[src/rtl/pmem_acc_reader.sv]
// Read-side sequencer for the psum SRAM: reads acc_len psums per output, accumulates
// them per lane, saturates to psum_bw with optional ReLU, and hands each vector out on valid/ready.
module pmem_acc_reader #(
    parameter int unsigned psum_bw = 16,
    parameter int unsigned col     = 8,
    parameter int unsigned addr_w  = 14,
    parameter int unsigned len_w   = 5
) (
    input  logic                       clk,
    input  logic                       reset,
    input  logic                       start,
    input  logic [addr_w-1:0]          base_addr,
    input  logic [addr_w-1:0]          num_out,
    input  logic [len_w-1:0]           acc_len,
    input  logic                       relu_en,
    output logic                       busy,
    output logic                       done,
    output logic                       pmem_CEN,
    output logic [addr_w-1:0]          pmem_A,
    input  logic [psum_bw*col-1:0]     pmem_Q,
    output logic                       out_valid,
    input  logic                       out_ready,
    output logic [psum_bw*col-1:0]     out_data
);

    localparam int unsigned WW    = psum_bw * col;
    localparam int unsigned ACC_W = psum_bw + len_w;
    localparam int unsigned CNT_W = addr_w + 1;
    localparam logic signed [ACC_W-1:0] SAT_MAX = ACC_W'((2 ** (psum_bw - 1)) - 1);
    localparam logic signed [ACC_W-1:0] SAT_MIN = ~SAT_MAX;

    typedef enum logic [2:0] {
        S_IDLE,
        S_READ,
        S_TAIL,
        S_OUT,
        S_FINISH
    } state_t;

    state_t                  state_q;
    logic [addr_w-1:0]       addr_q;
    logic [addr_w-1:0]       num_q;
    logic [addr_w-1:0]       out_idx_q;
    logic [len_w-1:0]        len_q;
    logic [len_w-1:0]        term_q;
    logic                    relu_q;
    logic                    cen_q;
    logic                    busy_q;
    logic                    done_q;
    logic                    out_valid_q;
    logic [WW-1:0]           out_data_q;
    logic                    vld_q;
    logic                    first_q;
    logic signed [ACC_W-1:0] acc_q   [col];

    logic signed [ACC_W-1:0] q_ext   [col];
    logic signed [ACC_W-1:0] acc_nxt [col];
    logic [psum_bw-1:0]      lane_sat [col];
    logic [WW-1:0]           sat_data;

    // Per-lane accumulate of the word landing this cycle, plus saturated/ReLU view of the result
    always_comb begin
        sat_data = '0;
        for (int i = 0; i < int'(col); i++) begin
            q_ext[i]   = {{len_w{pmem_Q[i*psum_bw+psum_bw-1]}}, pmem_Q[i*psum_bw +: psum_bw]};
            acc_nxt[i] = first_q ? q_ext[i] : acc_q[i] + q_ext[i];
            if (relu_q && acc_nxt[i][ACC_W-1]) begin
                lane_sat[i] = '0;
            end else if (acc_nxt[i] > SAT_MAX) begin
                lane_sat[i] = SAT_MAX[psum_bw-1:0];
            end else if (acc_nxt[i] < SAT_MIN) begin
                lane_sat[i] = SAT_MIN[psum_bw-1:0];
            end else begin
                lane_sat[i] = acc_nxt[i][psum_bw-1:0];
            end
            sat_data[i*psum_bw +: psum_bw] = lane_sat[i];
        end
    end

    always_ff @(posedge clk or negedge reset) begin
        if (!reset) begin
            state_q     <= S_IDLE;
            addr_q      <= '0;
            num_q       <= '0;
            out_idx_q   <= '0;
            len_q       <= '0;
            term_q      <= '0;
            relu_q      <= 1'b0;
            cen_q       <= 1'b1;
            busy_q      <= 1'b0;
            done_q      <= 1'b0;
            out_valid_q <= 1'b0;
            out_data_q  <= '0;
            vld_q       <= 1'b0;
            first_q     <= 1'b0;
            for (int i = 0; i < int'(col); i++) begin
                acc_q[i] <= '0;
            end
        end else begin
            done_q  <= 1'b0;
            // Read data is valid exactly one cycle after an issued read
            vld_q   <= ~cen_q;
            first_q <= (term_q == '0);
            if (vld_q) begin
                for (int i = 0; i < int'(col); i++) begin
                    acc_q[i] <= acc_nxt[i];
                end
            end

            case (state_q)
                S_IDLE: begin
                    if (start) begin
                        addr_q    <= base_addr;
                        num_q     <= num_out;
                        len_q     <= (acc_len == '0) ? len_w'(1) : acc_len;
                        relu_q    <= relu_en;
                        term_q    <= '0;
                        out_idx_q <= '0;
                        if (num_out == '0) begin
                            state_q <= S_FINISH;
                            done_q  <= 1'b1;
                        end else begin
                            state_q <= S_READ;
                            busy_q  <= 1'b1;
                            cen_q   <= 1'b0;
                        end
                    end
                end
                S_READ: begin
                    addr_q <= addr_q + addr_w'(1);
                    if (term_q == len_q - len_w'(1)) begin
                        term_q  <= '0;
                        cen_q   <= 1'b1;
                        state_q <= S_TAIL;
                    end else begin
                        term_q <= term_q + len_w'(1);
                    end
                end
                S_TAIL: begin
                    out_data_q  <= sat_data;
                    out_valid_q <= 1'b1;
                    state_q     <= S_OUT;
                end
                S_OUT: begin
                    if (out_ready) begin
                        out_valid_q <= 1'b0;
                        if ((CNT_W'(out_idx_q) + CNT_W'(1)) < CNT_W'(num_q)) begin
                            out_idx_q <= out_idx_q + addr_w'(1);
                            cen_q     <= 1'b0;
                            state_q   <= S_READ;
                        end else begin
                            busy_q  <= 1'b0;
                            done_q  <= 1'b1;
                            state_q <= S_FINISH;
                        end
                    end
                end
                S_FINISH: begin
                    state_q <= S_IDLE;
                end
                default: begin
                    state_q <= S_IDLE;
                end
            endcase
        end
    end

    assign busy      = busy_q;
    assign done      = done_q;
    assign pmem_CEN  = cen_q;
    assign pmem_A    = addr_q;
    assign out_valid = out_valid_q;
    assign out_data  = out_data_q;

endmodule

[config.mk]
export PLATFORM = sky130hd
export DESIGN_NAME = pmem_acc_reader
export DESIGN_NICKNAME = d
export VERILOG_FILES = /design/src/rtl/pmem_acc_reader.sv
export SDC_FILE = /design/constraint.sdc
export NUM_CORES = 1
export LEC_CHECK = 0
export ABC_AREA = 1
export CAP_MARGIN = 20
export CORE_ASPECT_RATIO = 1.1
export CORE_UTILIZATION = 61
export CTS_BUF_LIST = sky130_fd_sc_hd__clkbuf_4 sky130_fd_sc_hd__clkbuf_8 sky130_fd_sc_hd__clkbuf_16
export CTS_CLUSTER_SIZE = 16
export DETAILED_ROUTE_END_ITERATION = 12
export GPL_TIMING_DRIVEN = 0
export MAX_ROUTING_LAYER = met4
export PLACE_DENSITY_LB_ADDON = 0.12
export SKIP_LAST_GASP = 1
export SYNTH_ARGS = -nofsm -noshare
export SYNTH_HDL_FRONTEND = slang
export SYNTH_SLANG_ARGS = --single-unit
[constraint.sdc]
create_clock -name clk -period 6.7 [get_ports clk]
set_input_delay 1.005 -clock clk [delete_from_list [all_inputs] [get_ports clk]]
set_output_delay 1.005 -clock clk [all_outputs]
set_load 0.02 [all_outputs]
==> impl_metrics.toml <==
[route]
drt-vias-per-instance = 5.59
wl_per_cell_um = 17.3
postRouteAntennaNets = 0
wl_um = 89200
drt-initial-drc-count = 2324
routed-via-count = 28800
drtPass1Iterations = 6
route.detailed.drc = 0

[pwr]
netSwitchingPower_mw = 9.89
ir_worst_vdd_mv = 0.345
seqPwrFrac_pct = 20.6
combPwrFrac_pct = 66.7
p_int_mw = 9.13
p_clk_share_pct = 12.7
p_leak_nw = 17.2
switching_share_pct = 52.0
power_density_mw_per_mm2 = 577

[placed_design]
hpwlAfterDp_um = 67500
pre_cts_ws_ns = 2.45
port_buffers = 311
place_congestion = 0.998

[sta]
maxSlewHeadroom_pct = 21.8
setup_slack_ns = 2.88
period_needed_ns = 3.82
finalCritPeriodShare_pct = 57.1
rsz0062_at_grt = "false"
fin_skew_ns = 0.0240
fmax_mhz = 261
setup_viol = 0
worst_slew_pin_slew_ns = 1.17
hold_violations = 0
fin_tns_setup_ns = 0
timing.final.max_slew_violations = 0

[floorplanning]
core_area_mm2 = 0.0446
die_area_mm2 = 0.0461
die_x_um = 205
pin_count = 312
rows = 81
die_height_um = 225
initial_core_util_pct = 61.9

[run_status]
status = "finished, final reports clean"

[synthesis]
synthFlopType = "dfrtp_1"
synthArstFlopShare_pct = 100
synth-seq-area-share_pct = 32.5
synth_area_leaders = "dfrtp_1, nand2_1, ha_1"
syn_inst = 4180
synth_nets = 4532
syn-mean-instance-area_um2 = 6.60
synthTopCellsByCount = "nand2_1, inv_1, dfrtp_1"
yosys.area.top_type = "dfrtp_1"
synth_enable_flop_cells = 0
synth.distinct_cells = 56
yosys_warnings = 0
yosysTopAreaCellShare_pct = 32.4
ys_ff_latch = 358
synth_area_mm2 = 0.0276
synth.most_common_cell = "nand2_1"

[cts]
clockBufferDepth = 3
cts_tree = "done"
insertion_delay_ns = 0.59
ctsResizeCount = 0
numCtsBuffers = 41
htree_levels = 2
clock-sinks = 358
root_buffer = "clkbuf_16"
cts.clk_slew.worst_paths_ns = 0.06
hold_buffers = 0
cts_setup_buffers = 0

[critical_path]
cp-end-kind = "register"
worstPathMaxFanout = 10
critPathArrivalTime_ns = 4.30
crit_required_ns = 7.17
crit_type = "input pin to register"
reg2regPathDepth = 7
startpoint_type = "input pin"

[run]
drv_cap = 0

[grt]
grt_pass1_vias = 26800
grt_max_degree = 119
met2_usage_pct = 61.3
grtUsageMet1_pct = 51.2
grtUsageMet3_pct = 7.06
busiest_layer = "met2"
grt_overflow = 0
grt_usage_pct = 39.6
grt_pass1_wl_um = 139000
antenna_found_initial = 7

[finish]
area_growth_syn_to_layout_pct = 19.5
drive_above_1_share_pct = 6.68
layout.nets = 4890

[hold_path]
hold_path_class = "input pin to async pin"
==> power groups by stage <==
stage                     sequential [mW]  combinational [mW]  clock [mW]
after CTS                            3.91                12.5        2.42
after global routing                 4.03                14.1        2.51
after global placement               3.91                12.1           0
final                                3.93                12.7        2.41
after detailed placement             3.92                12.4           0
after floorplan                      4.26                8.23           0
==> layout make-up <==
| cell class | count | area, um^2 |
|---|---|---|
| Buffer | 116 | 592 |
| Clock inverter | 17 | 228 |
| Inverter | 483 | 1810 |
| Timing Repair Buffer | 315 | 3220 |
| Multi-Input combinational cell | 3223 | 16200 |
| Antenna cell | 8 | 20.0 |
| Sequential cell | 358 | 8960 |
| Clock buffer | 57 | 1200 |
| Fill cell | 3792 | 11600 |
| Tap cell | 581 | 727 |
==> registers in the layout, summed over array words and instances, names as in the netlist <==
name       flops
vld_q          1
busy           1
pmem_CEN       1
num_q         14
len_q          5
out_idx_q     14
pmem_A        14
acc_q        168
term_q         5
state_q        3
first_q        1
out_valid      1
relu_q         1
done           1
out_data     128
==> path summary, 6_finish.rpt <==
kind,from,to,slack [ns]
min in group clk,pmem_CEN,vld_q,0.46
hold / removal,reset,out_data[38],0.24
max in group asynchronous,reset,acc_q[28],5.08
hold reg to reg,pmem_CEN,vld_q,0.46
setup / recovery,pmem_Q[0],out_data[12],2.88
setup reg to reg,vld_q,acc_q[165],3.09
==> cells by family after synthesis <==
kind of cell,count (synthesis),share of synthesized area [%]
AOI/OAI and AO/OA,613,12.3
xor gates and xnor gates,64,2.03
adders and majority gates,186,8.65
buffers and inverters,599,8.71
DFF,358,32.5
muxes,1,0.0363
and+or+nand+nor,2359,35.8
==> critical path, cell delays in order <==
cell	delay, ns
clkdlybuf4s50_1	0.49
ha_1	0.30
inv_1	0.09
fa_1	0.42
inv_1	0.16
nand3_1	0.09
nand3_1	0.17
nand2_1	0.11
nand2_1	0.13
nand3_1	0.15
nand2_1	0.11
nand2_1	0.05
nand3_1	0.14
nand4_1	0.19
o21ai_4	0.31
buf_6	0.18
nand2_1	0.06
nand2_1	0.07
nand2_1	0.05
==> placed cells by master (no fill, tap or decap), types with 45 or more instances in the layout <==
master	synthesis	final
clkdlybuf4s50_1	0	310
a21oi_1	187	187
nand3_1	246	246
nor2_1	218	218
dfrtp_1	357	357
ha_1	178	178
inv_1	459	459
xor2_1	45	45
o21ai_0	286	286
nand2_1	1652	1652
nand4_1	46	46
nand2_2	48	48
clkbuf_1	68	68
==> routing by layer <==
metal  wire length, um  vias to the layer above
met5                 0                        -
met4              3570                        0
met3              7900                      203
met2             39900                     1134
met1             37800                    13400
li1                  -                    14100
==> per-stage QoR <==
stage / cell area (um^2) / std cells / power (mW) / hold WS, ns / utilization [%]
after floorplan: 27600 / 4180 / 12.5 / 0.442 / -
after global placement: 31400 / 5072 / 16.0 / 0.450 / 70.5
after detailed placement: 31500 / 5075 / 16.3 / 0.454 / 70.7
after CTS: 33000 / 5149 / 18.8 / 0.233 / 73.9
after global routing: 33000 / 5157 / 20.6 / 0.251 / 74.0
final: 33000 / 5158 / 19.0 / 0.244 / 74.0
No activity file was read; power rests on OpenSTA's default activity.
